`config.mk`:
```
export PLATFORM = sky130hd
export DESIGN_NAME = local_mem_burst_splitter
export DESIGN_NICKNAME = d
export VERILOG_FILES = /design/src/rtl/local_mem_cfg_pkg.sv /design/src/rtl/local_mem_burst_frag_counter.sv /design/src/rtl/local_mem_burst_splitter.sv
export SDC_FILE = /design/constraint.sdc
export NUM_CORES = 1
export LEC_CHECK = 0
export ABC_AREA = 1
export CORE_MARGIN = 5
export CORE_UTILIZATION = 39
export CTS_CLUSTER_DIAMETER = 60
export DETAILED_ROUTE_END_ITERATION = 8
export PLACE_DENSITY = 0.82
export SETUP_SLACK_MARGIN = 0.4
export SYNTH_ARGS = -nofsm -noshare
export SYNTH_HDL_FRONTEND = slang
export SYNTH_SLANG_ARGS = --single-unit
export TNS_END_PERCENT = 1
```
`constraint.sdc`:
```
create_clock -name clk -period 3.35 [get_ports clk]
set_input_delay 0.335 -clock clk [delete_from_list [all_inputs] [get_ports clk]]
set_output_delay 0.335 -clock clk [all_outputs]
set_load 0.05 [all_outputs]
```
`src/rtl/local_mem_cfg_pkg.sv`:
```
// Local-memory configuration package: line-address, data, mask and burst-count
// types, the burst-splitter state/operation enums, and the fragment-length helper.
// LOCAL_MEM_BURST_SPLIT_ALIGN_EN: when defined, fragments are naturally aligned
// to MAX_SINK-line boundaries; when undefined, fragments are MAX_SINK long
// except the last.
package local_mem_cfg_pkg;

  localparam int LOCAL_MEM_ADDR_WIDTH           = 27;
  localparam int LOCAL_MEM_DATA_WIDTH           = 64;
  localparam int LOCAL_MEM_BURST_CNT_WIDTH      = 7;
  localparam int LOCAL_MEM_SINK_BURST_CNT_WIDTH = 3;

  typedef logic [LOCAL_MEM_ADDR_WIDTH-1:0]           t_local_mem_addr;
  typedef logic [LOCAL_MEM_DATA_WIDTH-1:0]           t_local_mem_data;
  typedef logic [LOCAL_MEM_DATA_WIDTH/8-1:0]         t_local_mem_byte_mask;
  typedef logic [LOCAL_MEM_BURST_CNT_WIDTH-1:0]      t_local_mem_burst_cnt;
  typedef logic [LOCAL_MEM_SINK_BURST_CNT_WIDTH-1:0] t_local_mem_sink_burst_cnt;

  typedef enum logic [1:0] {
    IDLE,
    RD_SPLIT,
    WR_BURST
  } t_split_state;

  typedef enum logic [1:0] {
    CNT_HOLD,
    CNT_LOAD,
    CNT_RD_ADV,
    CNT_WR_BEAT
  } t_frag_cnt_op;

  // Length of the next fragment starting at addr with 'remaining' beats left.
  // max_sink must be a power of two.
  function automatic t_local_mem_burst_cnt local_mem_frag_len(
    input t_local_mem_addr      addr,
    input t_local_mem_burst_cnt remaining,
    input t_local_mem_burst_cnt max_sink
  );
    t_local_mem_burst_cnt room;
`ifdef LOCAL_MEM_BURST_SPLIT_ALIGN_EN
    room = max_sink - (t_local_mem_burst_cnt'(addr) & (max_sink - t_local_mem_burst_cnt'(1)));
`else
    room = max_sink;
`endif
    return (remaining < room) ? remaining : room;
  endfunction

endpackage

```
`src/rtl/local_mem_burst_frag_counter.sv`:
```
// Fragment bookkeeping shared by the read-split and write-burst paths:
// next fragment address, beats left in the source burst, beats left in the
// current write fragment.
module local_mem_burst_frag_counter
  import local_mem_cfg_pkg::*;
#(
  parameter int ADDR_WIDTH = LOCAL_MEM_ADDR_WIDTH,
  parameter int CNT_WIDTH  = LOCAL_MEM_BURST_CNT_WIDTH
) (
  input  logic                  clk,
  input  logic                  reset_n,
  input  t_frag_cnt_op          op,
  input  logic [ADDR_WIDTH-1:0] ld_addr,
  input  logic [CNT_WIDTH-1:0]  ld_total,
  input  logic [CNT_WIDTH-1:0]  ld_frag,
  input  logic [CNT_WIDTH-1:0]  frag_len,
  output logic [ADDR_WIDTH-1:0] cur_addr,
  output logic [CNT_WIDTH-1:0]  total_rem
);

  localparam logic [CNT_WIDTH-1:0] CNT_ONE = CNT_WIDTH'(1);

  logic [CNT_WIDTH-1:0] frag_rem;

  // Load on the first accepted beat, then advance per accepted fragment/beat.
  always_ff @(posedge clk) begin
    if (!reset_n) begin
      cur_addr  <= '0;
      total_rem <= '0;
      frag_rem  <= '0;
    end else begin
      case (op)
        CNT_LOAD: begin
          cur_addr  <= ld_addr;
          total_rem <= ld_total;
          frag_rem  <= ld_frag;
        end
        CNT_RD_ADV: begin
          cur_addr  <= cur_addr + ADDR_WIDTH'(frag_len);
          total_rem <= total_rem - frag_len;
        end
        CNT_WR_BEAT: begin
          total_rem <= total_rem - CNT_ONE;
          // An empty fragment means this beat opens the next one.
          if (frag_rem == '0) begin
            frag_rem <= frag_len - CNT_ONE;
            cur_addr <= cur_addr + ADDR_WIDTH'(frag_len);
          end else begin
            frag_rem <= frag_rem - CNT_ONE;
          end
        end
        default: ;
      endcase
    end
  end

endmodule

```
`src/rtl/local_mem_burst_splitter.sv`:
```
// Avalon-MM burst splitter: breaks source bursts into sink fragments of at most
// MAX_SINK beats. Command path is combinational; read data is a straight wire.
// LOCAL_MEM_BURST_SPLIT_ALIGN_EN: when defined, fragments never cross a
// MAX_SINK-line boundary.
//
// state    | meaning
// IDLE     | no split in progress; source command drives the sink directly
// RD_SPLIT | issuing the remaining read fragments, source held in wait
// WR_BURST | forwarding write beats, re-addressing at fragment boundaries
module local_mem_burst_splitter
  import local_mem_cfg_pkg::*;
#(
  parameter int ADDR_WIDTH           = LOCAL_MEM_ADDR_WIDTH,
  parameter int DATA_WIDTH           = LOCAL_MEM_DATA_WIDTH,
  parameter int SRC_BURST_CNT_WIDTH  = LOCAL_MEM_BURST_CNT_WIDTH,
  parameter int SINK_BURST_CNT_WIDTH = 3
) (
  input  logic                            clk,
  input  logic                            reset_n,
  output logic                            src_waitrequest,
  input  logic                            src_read,
  input  logic                            src_write,
  input  logic [ADDR_WIDTH-1:0]           src_address,
  input  logic [SRC_BURST_CNT_WIDTH-1:0]  src_burstcount,
  input  logic [DATA_WIDTH-1:0]           src_writedata,
  input  logic [DATA_WIDTH/8-1:0]         src_byteenable,
  output logic [DATA_WIDTH-1:0]           src_readdata,
  output logic                            src_readdatavalid,
  input  logic                            sink_waitrequest,
  output logic                            sink_read,
  output logic                            sink_write,
  output logic [ADDR_WIDTH-1:0]           sink_address,
  output logic [SINK_BURST_CNT_WIDTH-1:0] sink_burstcount,
  output logic [DATA_WIDTH-1:0]           sink_writedata,
  output logic [DATA_WIDTH/8-1:0]         sink_byteenable,
  input  logic [DATA_WIDTH-1:0]           sink_readdata,
  input  logic                            sink_readdatavalid
);

  if (SINK_BURST_CNT_WIDTH > SRC_BURST_CNT_WIDTH) begin : g_bad_width
    $error("SINK_BURST_CNT_WIDTH must not exceed SRC_BURST_CNT_WIDTH");
  end

  localparam logic [SRC_BURST_CNT_WIDTH-1:0] MAX_SINK =
    SRC_BURST_CNT_WIDTH'(1) << (SINK_BURST_CNT_WIDTH - 1);
  localparam logic [SRC_BURST_CNT_WIDTH-1:0] CNT_ONE = SRC_BURST_CNT_WIDTH'(1);

  function automatic logic [SRC_BURST_CNT_WIDTH-1:0] frag_len(
    input logic [ADDR_WIDTH-1:0]          addr,
    input logic [SRC_BURST_CNT_WIDTH-1:0] rem
  );
    return SRC_BURST_CNT_WIDTH'(local_mem_frag_len(t_local_mem_addr'(addr),
                                                   t_local_mem_burst_cnt'(rem),
                                                   t_local_mem_burst_cnt'(MAX_SINK)));
  endfunction

  t_split_state                   state, state_nxt;
  t_frag_cnt_op                   cnt_op;
  logic [ADDR_WIDTH-1:0]          cur_addr, ld_addr;
  logic [SRC_BURST_CNT_WIDTH-1:0] total_rem, ld_total, ld_frag;
  logic [SRC_BURST_CNT_WIDTH-1:0] idle_len, cur_len;
  logic                           idle_split, wr_multi, rd_last, last_wbeat;

  assign src_readdata      = sink_readdata;
  assign src_readdatavalid = sink_readdatavalid;
  assign sink_writedata    = src_writedata;
  assign sink_byteenable   = src_byteenable;

  assign idle_len   = frag_len(src_address, src_burstcount);
  assign idle_split = src_read && (idle_len != src_burstcount);
  assign wr_multi   = src_write && (src_burstcount != CNT_ONE);
  assign cur_len    = frag_len(cur_addr, total_rem);
  assign rd_last    = (cur_len == total_rem);
  assign last_wbeat = (total_rem == CNT_ONE);

  local_mem_burst_frag_counter #(
    .ADDR_WIDTH (ADDR_WIDTH),
    .CNT_WIDTH  (SRC_BURST_CNT_WIDTH)
  ) u_frag_counter (
    .clk       (clk),
    .reset_n   (reset_n),
    .op        (cnt_op),
    .ld_addr   (ld_addr),
    .ld_total  (ld_total),
    .ld_frag   (ld_frag),
    .frag_len  (cur_len),
    .cur_addr  (cur_addr),
    .total_rem (total_rem)
  );

  // State register; reset aborts any split in progress.
  always_ff @(posedge clk) begin
    if (!reset_n) state <= IDLE;
    else          state <= state_nxt;
  end

  // Next-state decode on sink acceptance.
  always_comb begin
    state_nxt = state;
    case (state)
      IDLE: begin
        if (idle_split && !sink_waitrequest)    state_nxt = RD_SPLIT;
        else if (wr_multi && !sink_waitrequest) state_nxt = WR_BURST;
      end
      RD_SPLIT: if (!sink_waitrequest && rd_last) state_nxt = IDLE;
      WR_BURST: if (src_write && !sink_waitrequest && last_wbeat) state_nxt = IDLE;
      default:  state_nxt = IDLE;
    endcase
  end

  // Sink command, source stall and counter control per state.
  always_comb begin
    sink_read       = src_read;
    sink_write      = src_write;
    sink_address    = src_address;
    sink_burstcount = SINK_BURST_CNT_WIDTH'(idle_len);
    src_waitrequest = sink_waitrequest;
    cnt_op          = CNT_HOLD;
    ld_addr         = src_address + ADDR_WIDTH'(idle_len);
    ld_total        = src_burstcount - idle_len;
    ld_frag         = idle_len - CNT_ONE;
    case (state)
      IDLE: begin
        if (idle_split) begin
          src_waitrequest = 1'b1;
          if (!sink_waitrequest) cnt_op = CNT_LOAD;
        end else if (wr_multi && !sink_waitrequest) begin
          cnt_op   = CNT_LOAD;
          ld_total = src_burstcount - CNT_ONE;
        end
      end
      RD_SPLIT: begin
        sink_read       = 1'b1;
        sink_write      = 1'b0;
        sink_address    = cur_addr;
        sink_burstcount = SINK_BURST_CNT_WIDTH'(cur_len);
        // Release the source only as its final fragment is taken.
        src_waitrequest = !(rd_last && !sink_waitrequest);
        if (!sink_waitrequest && !rd_last) cnt_op = CNT_RD_ADV;
      end
      WR_BURST: begin
        sink_read       = 1'b0;
        sink_address    = cur_addr;
        sink_burstcount = SINK_BURST_CNT_WIDTH'(cur_len);
        if (src_write && !sink_waitrequest) cnt_op = CNT_WR_BEAT;
      end
      default: ;
    endcase
    if (!reset_n && state != IDLE) begin
      sink_read  = 1'b0;
      sink_write = 1'b0;
    end
  end

`ifndef SYNTHESIS
  // Flag illegal source commands.
  always_ff @(posedge clk) begin
    if (reset_n) begin
      assert (!(src_read && src_write))
        else $error("src_read and src_write asserted together");
      assert (!((src_read || src_write) && src_burstcount == '0))
        else $error("src_burstcount of zero");
    end
  end
`endif

endmodule

```
# Word level (Yosys, flattened, before mapping)
# Index checks and enable logic that the tools add are counted.
# Widths: inputs -> output; s select.
op_classes:
  n_reduce_logical: 21
  n_addsub: 9
  n_shift: 0
  n_eq_ne: 13
  div_mod_pow: 0
  bitwise_logic: 0
  muxes: 29
  multipliers: 0
  magnitude_cmp: 2
op_table:
  columns: ["cell", "n"]
  rows:
  - ["$pmux 27 s3", 1]
  - ["$add 27x7->27", 2]
  - ["$mux 27", 2]
  - ["$mux 7", 6]
  - ["$sub 7x1->7 const B", 5]
  - ["$pmux 7 s3", 1]
  - ["$lt 7x3->1 const B", 2]
  - ["$mux 2", 7]
  - ["$pmux 7 s2", 1]
  - ["$sub 7x7->7", 2]
  - ["$pmux 2 s3", 2]
  - ["$logic_and 1x1->1", 9]
  - ["$eq 7x1->1 const B", 1]
  - ["$eq 7x7->1", 1]
  - ["$logic_not 7->1", 1]
  - ["$ne 7x1->1 const B", 1]
  - ["$ne 7x7->1", 1]
  - ["$eq 2x2->1 const B", 3]
  - ["$mux 1", 6]
  - ["$eq 2x1->1 const B", 2]
  - ["$logic_not 1->1", 4]
  - ["$ne 2x2->1 const B", 2]
  - ["$pmux 1 s2", 2]
  - ["$reduce_bool 2->1", 2]
  - ["8 further kinds", 8]
totals:
  n_memories: 0
  romBits: 0
  ff_bits: 43
  latchBits: 0
  ramBits: 0

# Longest topological paths before layout
# Gate-level depths: netlist of run 1.
depth:
  depth_word: 10
  depth_mapped: 22
  depth_no_buf: 22

# Hierarchy
# Synthesis of run 1 repeated with hierarchy kept, for this count alone.
unflattened:
  cells_unflattened: 1062
  hier_area_um2: 6222.2
by_module_without_submodules:
  columns: ["module", "cells_each", "seq_area_each_um2", "instances", "area_each_um2"]
  rows:
  - ["local_mem_burst_frag_counter", 550, 820.8, 1, 3291.9]
  - ["local_mem_burst_splitter", 512, 40.0, 1, 2930.3]

# Least setup slack after synthesis of run 1
# No wires, ideal clock.
synth_path:
  kind: "register to register"
  start: "register u_frag_counter.total_rem[3]"
  end: "register u_frag_counter.cur_addr[26]"
  required_time_ns: 3.235
  setup_slack_ns: 0.529
  arrival_time_ns: 2.707
  stages_incl_launch_ff: 23
  cell_sequence: "dfxtp_1 -> nor2_1 -> nand2_1 -> nor2_2 -> nand2_1 -> inv_1 -> nand2_1 -> inv_1 -> ha_1 -> inv_1 -> fa_1 -> inv_1 -> nand3_1 -> nand2_1 -> nand4_1 -> o211ai_1 -> nand4_1 -> nor2_1 -> nand2_1 -> nand3_1 -> o21ai_0 -> nor2_1 -> nor2_1"
synth_between:
  elab_chain_len: 10
  elab_cells_between_ends: 16
synth_lines:
  columns: ["element", "line_no", "rtl"]
  rows:
  - ["start, declared", "local_mem_burst_frag_counter.sv:18", "output logic [CNT_WIDTH-1:0] total_rem"]
  - ["start signal, assigned", "local_mem_burst_frag_counter.sv:35", "total_rem <= ld_total;"]
  - ["start signal, assigned", "local_mem_burst_frag_counter.sv:40", "total_rem <= total_rem - frag_len;"]
  - ["start signal, assigned", "local_mem_burst_frag_counter.sv:43", "total_rem <= total_rem - CNT_ONE;"]
  - ["parallel branches: the longest is 10 deep, another holds $add 27x7->27", null, null]
  - ["end signal, assigned", "local_mem_burst_frag_counter.sv:34", "cur_addr <= ld_addr;"]
  - ["end signal, assigned", "local_mem_burst_frag_counter.sv:39", "cur_addr <= cur_addr + ADDR_WIDTH'(frag_len);"]
  - ["end signal, assigned", "local_mem_burst_frag_counter.sv:47", "cur_addr <= cur_addr + ADDR_WIDTH'(frag_len);"]
  - ["end, declared", "local_mem_burst_frag_counter.sv:17", "output logic [ADDR_WIDTH-1:0] cur_addr,"]
# Parallel ways; which one is timed is not known. The select of a mux whose other input is x is not followed.
# A chain may end at the register's enable or synchronous reset.

# Final worst setup path of run 1
layout_path:
  start: "register u_frag_counter.total_rem[4]"
  end: "register u_frag_counter.cur_addr[10]"
# The elaborated chain is that of the path after synthesis.

==> metrics.yaml, run 1 <==
clock_latency_ns: 0.30
ctsHtreeMaxLevel: 2
finalSetupViolCount: 0
synth_top_area_cell: "buf_4"
syn_area_um2: 5930
clock_path_buffers: 2
worst-r2r-setup-slack_ns: 0.44
vdd_drop_max_uv: 276
gp_congestion: 0.912
cp-start-kind: "register"
dp_slack_ns: 0.0950
p_clk_share_pct: 26.2
syn_avg_cell_area_um2: 6.19
r2r.worst_path.cells: 21
synth_most_common_cell: "nand2_1"
wl_um: 16100
critPathArrivalTime_ns: 3.11
crit_path_end_kind: "register"
fmax_ghz: 0.344
fin_area_um2: 6160
intPower_uw: 1430
layout.nets: 1116
drive_above_1_share_pct: 13.9
ys_top_cells_by_count: "nand2_1 (214), buf_4 (139), inv_1 (109), o21ai_0 (84), nor2_1 (77)"
cp_max_fo: 4
cts-root-buf: "clkbuf_16"
fp.dieW_um: 133
slew_headroom_pct: 60.2
finalHoldViolations: 0
status: "complete, no violations"
min_from: "u_frag_counter.cur_addr[6]"
core_area_um2: 15000
synth-async-reset-ratio_pct: 0
switchingPower_uw: 1110
cts.clk_slew.worst_paths_ns: 0.08
routed-via-count: 5810
diodes: 0
ioPinCount: 346
cts_tree: "yes"
yosysWarnings: 0
grt_max_degree: 44
hold_class: "reg2reg"
dieHeight_um: 133
whs_path_depth: 2
grt_overflow_total: 0
worst-setup-path-type: "reg2reg"
postPlaceCellArea_um2: 5850
cap_violations: 0
synth_area_leaders: "buf_4 (18%), dfxtp_1 (15%), nand2_1 (14%)"
grt_pass1_vias: 5545
synth_ff_type: "dfxtp_1"
swShare_pct: 43.7
worst_path_max_delay_cell: "dfxtp_4"
ys_ff_latch: 43
hpwl_um: 12200
seqPwrFrac_pct: 26.3
path_cells: "nor2_4 > nand2_2 > nor2_4 > nand2_2 > inv_2 > nand2_2 > inv_2 > ha_4 > inv_2 > fa_2 > inv_2 > nand3_2 > nand2_2 > nand4_1 > o211ai_1 > buf_4 > buf_4 > nand2_1 > or3_1 > a21oi_1 > nor2_1"
setup_slack_ns: 0.440
clock-sinks: 43
cts_buffers: 5
track_usage_pct: 17.6
port_buffers: 71
start_util_pct: 39.5
required_ns: 3.55
drt_iter0_drc: 438
pwr-share-comb_pct: 47.5
p_leak_uw: 0.00284
rr_endpoint: "u_frag_counter.cur_addr[10]"
ys_types: 49
final_max_slew_viol_count: 0
crit_path_max_incr_delay_ns: 0.37
period_share_pct: 86.9
dr.pass1.iters: 6
synth_edf_count: 0
remaining_drc_errors: 0
syn_to_final_growth_pct: 3.82
drtAntennaViolNets: 0
r2r_start: "u_frag_counter.total_rem[4]"
dieArea_um2: 17800
clock-skew-final_ns: 0.0125
post-synth-top-area-fraction_pct: 17.6
worstMarginPinSlew_ns: 0.596
min_period_ns: 2.91
via_per_inst: 5.28
placementRows: 45
n_fill_cell: 1571
grt_pass1_wl_um: 26200
postSynthCellCount: 959
ys_seq_area_share_pct: 14.5
antenna_found_initial: 0
power.density_nw_per_um2: 413
rsz0062_at_grt: "yes"
min_delay_worst_endpoint: "u_frag_counter.cur_addr[6]"
routedWlPerCell_um: 14.6
setup_tns_ns: 0
[critical path, delay by kind of cell (launching register included)]
family	cells	cell delay, ns
AO/OA/AOI/OAI	2	0.35
adder cells (fa/ha/maj)	2	0.49
buffers and inverters	6	0.52
flip-flops	1	0.37
AND/OR/NAND/NOR	11	1.08
[what timing repair did]
item | 4_1_cts | 5_1_grt
pin swaps | 0 | 10
resized for setup | 1 | 25
setup buffers | 0 | 6
setup endpoints to repair | 12 | 18
hold buffers | 0 | 0
[worst max path at each step]
stage                                      from                          end  cells after the start
floorplan           u_frag_counter.total_rem[3]  u_frag_counter.cur_addr[26]                     22
global placement              src_burstcount[5]  u_frag_counter.cur_addr[22]                     20
detailed placement            src_burstcount[5]  u_frag_counter.cur_addr[20]                     18
CTS                 u_frag_counter.total_rem[3]  u_frag_counter.cur_addr[26]                     22
global route        u_frag_counter.total_rem[4]  u_frag_counter.cur_addr[26]                     22
finish              u_frag_counter.total_rem[4]  u_frag_counter.cur_addr[10]                     21
[layer usage]
metal | global-route usage (%) | share of wire [%] | vias up
li1 | - | - | 2842
met1 | 20.3 | 40 | 2597
met2 | 30.2 | 47 | 302
met3 | 5.10 | 10 | 69
met4 | 8.00 | 3.6 | 0
met5 | 0 | 0 | -
[metrics by stage]
stage	cells	total power, uW	util (%)	hold slack, ns
3_5_place_dp	1086	1840	38.9	0.470
3_3_place_gp	1086	1820	38.9	0.468
5_1_grt	1100	2710	41.0	0.499
4_1_cts	1094	2510	40.2	0.481
2_1_floorplan	969	1940	-	0.443
6_report	1100	2550	41.0	0.478
[area by class of cell]
class / instances / area (um2) / area share, %
clock inverters: 3 / 67.6 / 1.10
flip-flops and latches: 43 / 865 / 14.0
inverters: 114 / 435 / 7.07
repair buffers: 95 / 880 / 14.3
well taps: 188 / 235 / 3.82
multi-input cells: 652 / 3550 / 57.7
clock buffers: 5 / 125 / 2.03
[power by group through the flow]
stage | combinational (uW) | sequential [uW] | clock [uW]
5_1_grt | 1330 | 679 | 695
6_report | 1210 | 670 | 666
3_5_place_dp | 1160 | 674 | 0
2_1_floorplan | 1290 | 648 | 0
4_1_cts | 1170 | 663 | 677
3_3_place_gp | 1150 | 672 | 0
[layout by cell type, fill, tap and decap left out, types with 2 or more instances in the layout]
| cell type | count |
|---|---|
| inv_1 | 105 |
| bufinv_16 | 2 |
| o21ai_0 | 83 |
| o21ai_1 | 15 |
| a31oi_1 | 3 |
| buf_12 | 5 |
| clkdlybuf4s50_1 | 40 |
| nand3b_1 | 4 |
| nor2_1 | 72 |
| xor2_1 | 19 |
| dfxtp_1 | 42 |
| nand2_4 | 6 |
| nand3_2 | 5 |
| a211oi_1 | 2 |
| o211ai_2 | 2 |
| o211ai_1 | 7 |
| a41oi_1 | 2 |
| nor3_1 | 13 |
| inv_2 | 6 |
| nand4_1 | 14 |
| xnor2_1 | 6 |
| nor4_1 | 2 |
| nor2_4 | 4 |
| nand2_8 | 2 |
| buf_4 | 49 |
| a21oi_1 | 50 |
| nor2_2 | 7 |
| clkbuf_16 | 5 |
| conb_1 | 12 |
| nand3_1 | 47 |
| a21oi_2 | 7 |
| a211oi_2 | 2 |
| ha_1 | 26 |
| nand2_2 | 11 |
| inv_4 | 3 |
| or2_2 | 3 |
| nand2_1 | 209 |
| nor3b_1 | 2 |
[flip-flops by register name, summed over array words and instances, names as in the netlist]
register	count
u_frag_counter.cur_addr	27
u_frag_counter.frag_rem	7
state	2
u_frag_counter.total_rem	7
[logic make-up (layout without fill, tap and decap cells)]
family | Yosys count | count (layout) | share of synthesized area (%)
simple gates | 404 | 404 | 30.8
mux | 1 | 1 | 0.169
fa+ha+maj | 29 | 29 | 6.37
xor+xnor | 25 | 25 | 3.69
flops | 43 | 43 | 14.5
buf+inv | 274 | 217 | 27.3
compound gates | 181 | 181 | 17.1
other cells | 2 | 12 | 0.127
(Power assumes the default switching activity.)
==> run 2, diff against run 1 <==
--- a/config.mk
+++ b/config.mk
@@ -10,8 +10,11 @@
 export CORE_UTILIZATION = 39
 export CTS_CLUSTER_DIAMETER = 60
 export DETAILED_ROUTE_END_ITERATION = 8
+export GPL_TIMING_DRIVEN = 0
+export MAX_ROUTING_LAYER = met4
 export PLACE_DENSITY = 0.82
 export SETUP_SLACK_MARGIN = 0.4
+export SLEW_MARGIN = 20
 export SYNTH_ARGS = -nofsm -noshare
 export SYNTH_HDL_FRONTEND = slang
 export SYNTH_SLANG_ARGS = --single-unit
==> metrics.yaml, run 2 (same netlist as run 1, synthesis figures left out) <==
worst-setup-path-type: "reg2out"
required_ns: 3.01
min_delay_worst_endpoint: "u_frag_counter.cur_addr[5]"
setup_tns_ns: 0
min_from: "u_frag_counter.cur_addr[5]"
dieArea_um2: 17800
whs_path_depth: 2
rsz0062_at_grt: "yes"
port_buffers: 208
cap_violations: 0
finalSetupViolCount: 0
dr_wl_met3_um: 1610
switchingPower_uw: 1490
dr.pass1.iters: 5
placementRows: 45
clock_latency_ns: 0.30
grt_pass1_vias: 6575
slew_headroom_pct: 50.9
gp_congestion: 0.932
clock-skew-final_ns: 0.0128
diodes: 0
cts-root-buf: "clkbuf_16"
met1_length_um: 8060
rr_endpoint: "u_frag_counter.cur_addr[24]"
wl_met2_um: 9770
clock-sinks: 43
finalHoldViolations: 0
drive_above_1_share_pct: 19.0
syn_to_final_growth_pct: 45.0
core_area_um2: 15000
ioPinCount: 346
hold_buffers: 0
critPathArrivalTime_ns: 2.89
wl_um: 20000
crit_path_end_kind: "primary output"
intPower_uw: 1550
start_util_pct: 39.5
track_usage_pct: 21.7
setup_slack_ns: 0.127
largest_reg_flops: 27
grt_max_degree: 15
period_share_pct: 96.2
vdd_drop_max_uv: 207
p_clk_share_pct: 17.6
dp_slack_ns: -0.485
top_layer_used: "met4"
pwr-share-comb_pct: 60.6
final_max_slew_viol_count: 0
worst-r2r-setup-slack_ns: 0.35
reg_top3: "u_frag_counter.cur_addr: 27 flops, u_frag_counter.frag_rem: 7 flops, u_frag_counter.total_rem: 7 flops"
min_period_ns: 3.22
seqPwrFrac_pct: 21.8
fp.dieW_um: 133
clock_path_buffers: 2
hold_class: "reg2reg"
r2r.worst_path.cells: 22
routedWlPerCell_um: 14.5
final_common_cell: "nand2_1"
cts.clk_slew.worst_paths_ns: 0.07
p_leak_uw: 0.00408
cts_buffers: 5
swShare_pct: 49.0
place_inst: 1365
regMostFlops: "u_frag_counter.cur_addr"
drtAntennaViolNets: 0
antenna_found_initial: 0
cp_max_fo: 10
via_per_inst: 4.96
layout.nets: 1401
grt_overflow_total: 0
cts_tree: "yes"
routed-via-count: 6873
remaining_drc_errors: 0
n_fill_cell: 1434
cp-start-kind: "register"
r2r_start: "u_frag_counter.total_rem[4]"
power.density_nw_per_um2: 354
grt_pass1_wl_um: 31500
final_cell_mix: "nand2_1 (212), clkdlybuf4s50_1 (193), buf_4 (151)"
dieHeight_um: 133
worstMarginPinSlew_ns: 0.737
fmax_ghz: 0.310
drt_iter0_drc: 483
stdcell_count: 1385
ctsHtreeMaxLevel: 2
hpwl_um: 16200
status: "complete, no violations"
-- run 2: worst max-delay path by stage --
stage                                startpoint                     endpoint  slack [ns]  cells past startpoint
global route                  src_burstcount[4]  u_frag_counter.cur_addr[26]       0.005                     20
CTS                           src_burstcount[5]  u_frag_counter.cur_addr[26]        0.13                     20
global placement              src_burstcount[3]  u_frag_counter.cur_addr[26]       -0.42                     20
detailed placement            src_burstcount[3]  u_frag_counter.cur_addr[26]       -0.49                     20
floorplan           u_frag_counter.total_rem[3]  u_frag_counter.cur_addr[26]        0.53                     22
finish                                 state[0]              sink_address[9]        0.13                      7
-- run 2: routing by layer --
layer	vias to the layer above	GRT usage [%]
li1	3428	-
met1	3073	26.1
met2	329	36.7
met3	43	3.47
met4	0	8.06
met5	-	-
-- run 2: power groups by stage --
stage | registers [uW] | logic (uW) | clock network [uW]
2_1_floorplan | 648 | 1290 | 0
3_3_place_gp | 668 | 1780 | 0
3_5_place_dp | 670 | 1800 | 0
4_1_cts | 658 | 1800 | 531
5_1_grt | 675 | 1980 | 553
6_report | 665 | 1850 | 537
-- run 2: cell type report --
type	instances	area, um2	share of cell area (%)
multi-input combinational	652	3550	41.3
tap	188	235	2.73
sequential	43	863	10.0
clock buffer	6	139	1.61
clock inverter	2	13.8	0.160
inverter	114	435	5.06
buffer	160	1180	13.8
timing repair buffer	220	2180	25.3
-- run 2: per-stage QoR --
step | total power, uW | hold WS (ns) | utilization, % | instance area (um2)
after floorplan | 1940 | 0.443 | - | 5970
after global placement | 2450 | 0.469 | 55.1 | 8290
after detailed placement | 2470 | 0.480 | 55.1 | 8290
final | 3050 | 0.492 | 57.2 | 8600
after global routing | 3210 | 0.528 | 57.2 | 8600
after CTS | 2990 | 0.492 | 56.4 | 8470
-- run 2: what timing repair did --
action                     in CTS  in global routing
gates resized for setup        18                 19
cloned                          0                  0
setup buffers                   2                 10
setup endpoints to repair      49                 51
pin swaps                       2                  6
-- run 2: critical path, stage by stage (launching register included) --
cell and delay [ns]:
dfxtp_1 0.38, inv_1 0.08, ha_1 0.35, clkbuf_2 0.33, clkbuf_1 0.39, nand2_1 0.10, o21ai_0 0.10, clkdlybuf4s50_1 0.85
==> run 3, diff against run 2 <==
--- a/config.mk
+++ b/config.mk
@@ -6,6 +6,7 @@
 export NUM_CORES = 1
 export LEC_CHECK = 0
 export ABC_AREA = 1
+export CAP_MARGIN = 10
 export CORE_MARGIN = 5
 export CORE_UTILIZATION = 39
 export CTS_CLUSTER_DIAMETER = 60
==> results of run 3 <==
Final layout, timing and power as in run 2 (identical DEF).
==> RTL edit (config.mk and constraints of run 1) <==
Change the parameter `SINK_BURST_CNT_WIDTH` from 3 to 5.
--- a/src/rtl/local_mem_burst_splitter.sv
+++ b/src/rtl/local_mem_burst_splitter.sv
@@ -14,5 +14,5 @@
   parameter int DATA_WIDTH           = LOCAL_MEM_DATA_WIDTH,
   parameter int SRC_BURST_CNT_WIDTH  = LOCAL_MEM_BURST_CNT_WIDTH,
-  parameter int SINK_BURST_CNT_WIDTH = 3
+  parameter int SINK_BURST_CNT_WIDTH = 5
 ) (
   input  logic                            clk,
Ports: changed (resized sink_burstcount); port bits go from 346 to 348. No check against the original RTL was run, so the function may have changed too.
==> RTL edit against run 1 <==
Routed wire length is 10% higher. Worst setup slack better by 0.050 ns. Sequential cell count stayed put. Global-route usage grew 1.2 points. First-iteration DRC count increased by 26%. Final area rose by 0.91%. Area after synthesis fell by 1.6%. Critical path type unchanged.
Power is not compared: it rests on default switching activity, and its combinational part moved more than twofold at a synthesized area within 25%.
==> RTL edit: results (changes against run 1) <==
Status
  – Run status: completed (unchanged)

Drt
  – Total wire length: 17700 µm (was 16100 µm)
  – Detailed Routing Iterations Pass 1: 5 (was 6)
  – Via count: 5928 (was 5810)
  – Vias per cell: 5.38 (was 5.28)
  – Post-Route M1 WL: 6960 µm (was 6380 µm)

Placement
  – IO buf count: 73 (was 71)
  – Post-DP HPWL: 13600 µm (was 12200 µm)
  – Dpl cell area: 5850 µm² (about the same)
  – Global placement routability congestion: 0.930 (was 0.912)

Final layout
  – Non-clock inverters: 110 (was 114)
  – Register area: 863 µm² (was 865 µm²)
  – Final-stage net count: 1120 (was 1116)
  – Non-clock buffer share: 15.6% (was 14.3%)
  – Layout cells sized above 1: 9.71% (was 13.9%)
  – Non-clk bufs: 104 (was 95)
  – Fraction of area in multi-input gates: 57.0% (was 57.7%)

Critical path
  – Worst endpoint data arrival time: 3.10 ns (was 3.11 ns)
  – CP peak stage delay: 0.42 ns (was 0.37 ns)

Global route
  – GRT met1 Usage: 21.9% (was 20.3%)
  – Vias in the first global route: 5569 (was 5545)
  – Met3 Use GR: 3.85% (was 5.10%)
  – GR Util met2: 31.6% (was 30.2%)

STA
  – Skew final: 0.00853 ns (was 0.0125 ns)

Logic synthesis
  – Post-synth top cells: nand2_1, buf_4, inv_1 (unchanged)
  – Post-synthesis sequential area ratio: 14.7% (was 14.5%)
  – Syn avg cell area: 6.04 µm² (was 6.19 µm²)

Floorplanning
  – Die outline area: 17500 µm² (was 17800 µm²)
RTL edit: cell count changes in the layout (fill, tap and decap cells not counted), sizes merged, moves of 3 or more:
| cell | delta |
|---|---|
| nor3 | +5 |
| nor4 | +3 |
| buf | -21 |
| mux2 | +3 |
| inv | -6 |
| nor2 | +21 |
| conb | -5 |
| clkdlybuf4s50 | +27 |
| o21ai | -3 |
| nand4 | -4 |
| nand2 | -30 |
RTL edit: per-stage QoR:
stage | setup slack (ns) | power (mW)
5_1_grt | 0.328 | 5.44
6_report | 0.489 | 5.09
3_5_place_dp | -0.00370 | 4.32
4_1_cts | 0.274 | 5.00
2_1_floorplan | 0.462 | 3.74
3_3_place_gp | 0.0800 | 4.29
RTL edit: kinds of logic (layout without fill, tap and decap cells):
logic type	count (synthesis)	count (layout)	share of synthesized area (%)
buffers and inverters	277	222	27.2
and+or+nand+nor	400	400	29.3
other	2	7	0.129
muxes	3	3	0.579
DFF	43	43	14.7
xor gates and xnor gates	28	28	4.20
AOI/OAI and AO/OA	186	186	17.6
adders and majority gates	28	28	6.26
RTL edit: final timing paths:
kind                                    start                          end  slack [ns]  cells after the start
setup / recovery  u_frag_counter.total_rem[5]  u_frag_counter.cur_addr[22]        0.49                     19
hold / removal     u_frag_counter.cur_addr[2]   u_frag_counter.cur_addr[2]        0.50                      2
setup reg to reg  u_frag_counter.total_rem[5]  u_frag_counter.cur_addr[22]        0.49                     19
hold reg to reg    u_frag_counter.cur_addr[2]   u_frag_counter.cur_addr[2]        0.50                      2
RTL edit: power by group:
part	switching, mW	internal, mW	total (mW)
clock network	0.238	0.428	0.666
registers	0.292	0.735	1.03
logic	2.23	1.16	3.40
RTL edit: tightest hold or removal path, stage by stage, from the launching register on:
cell	delay [ns]
dfxtp_1	0.32
inv_1	0.08
a21oi_1	0.06
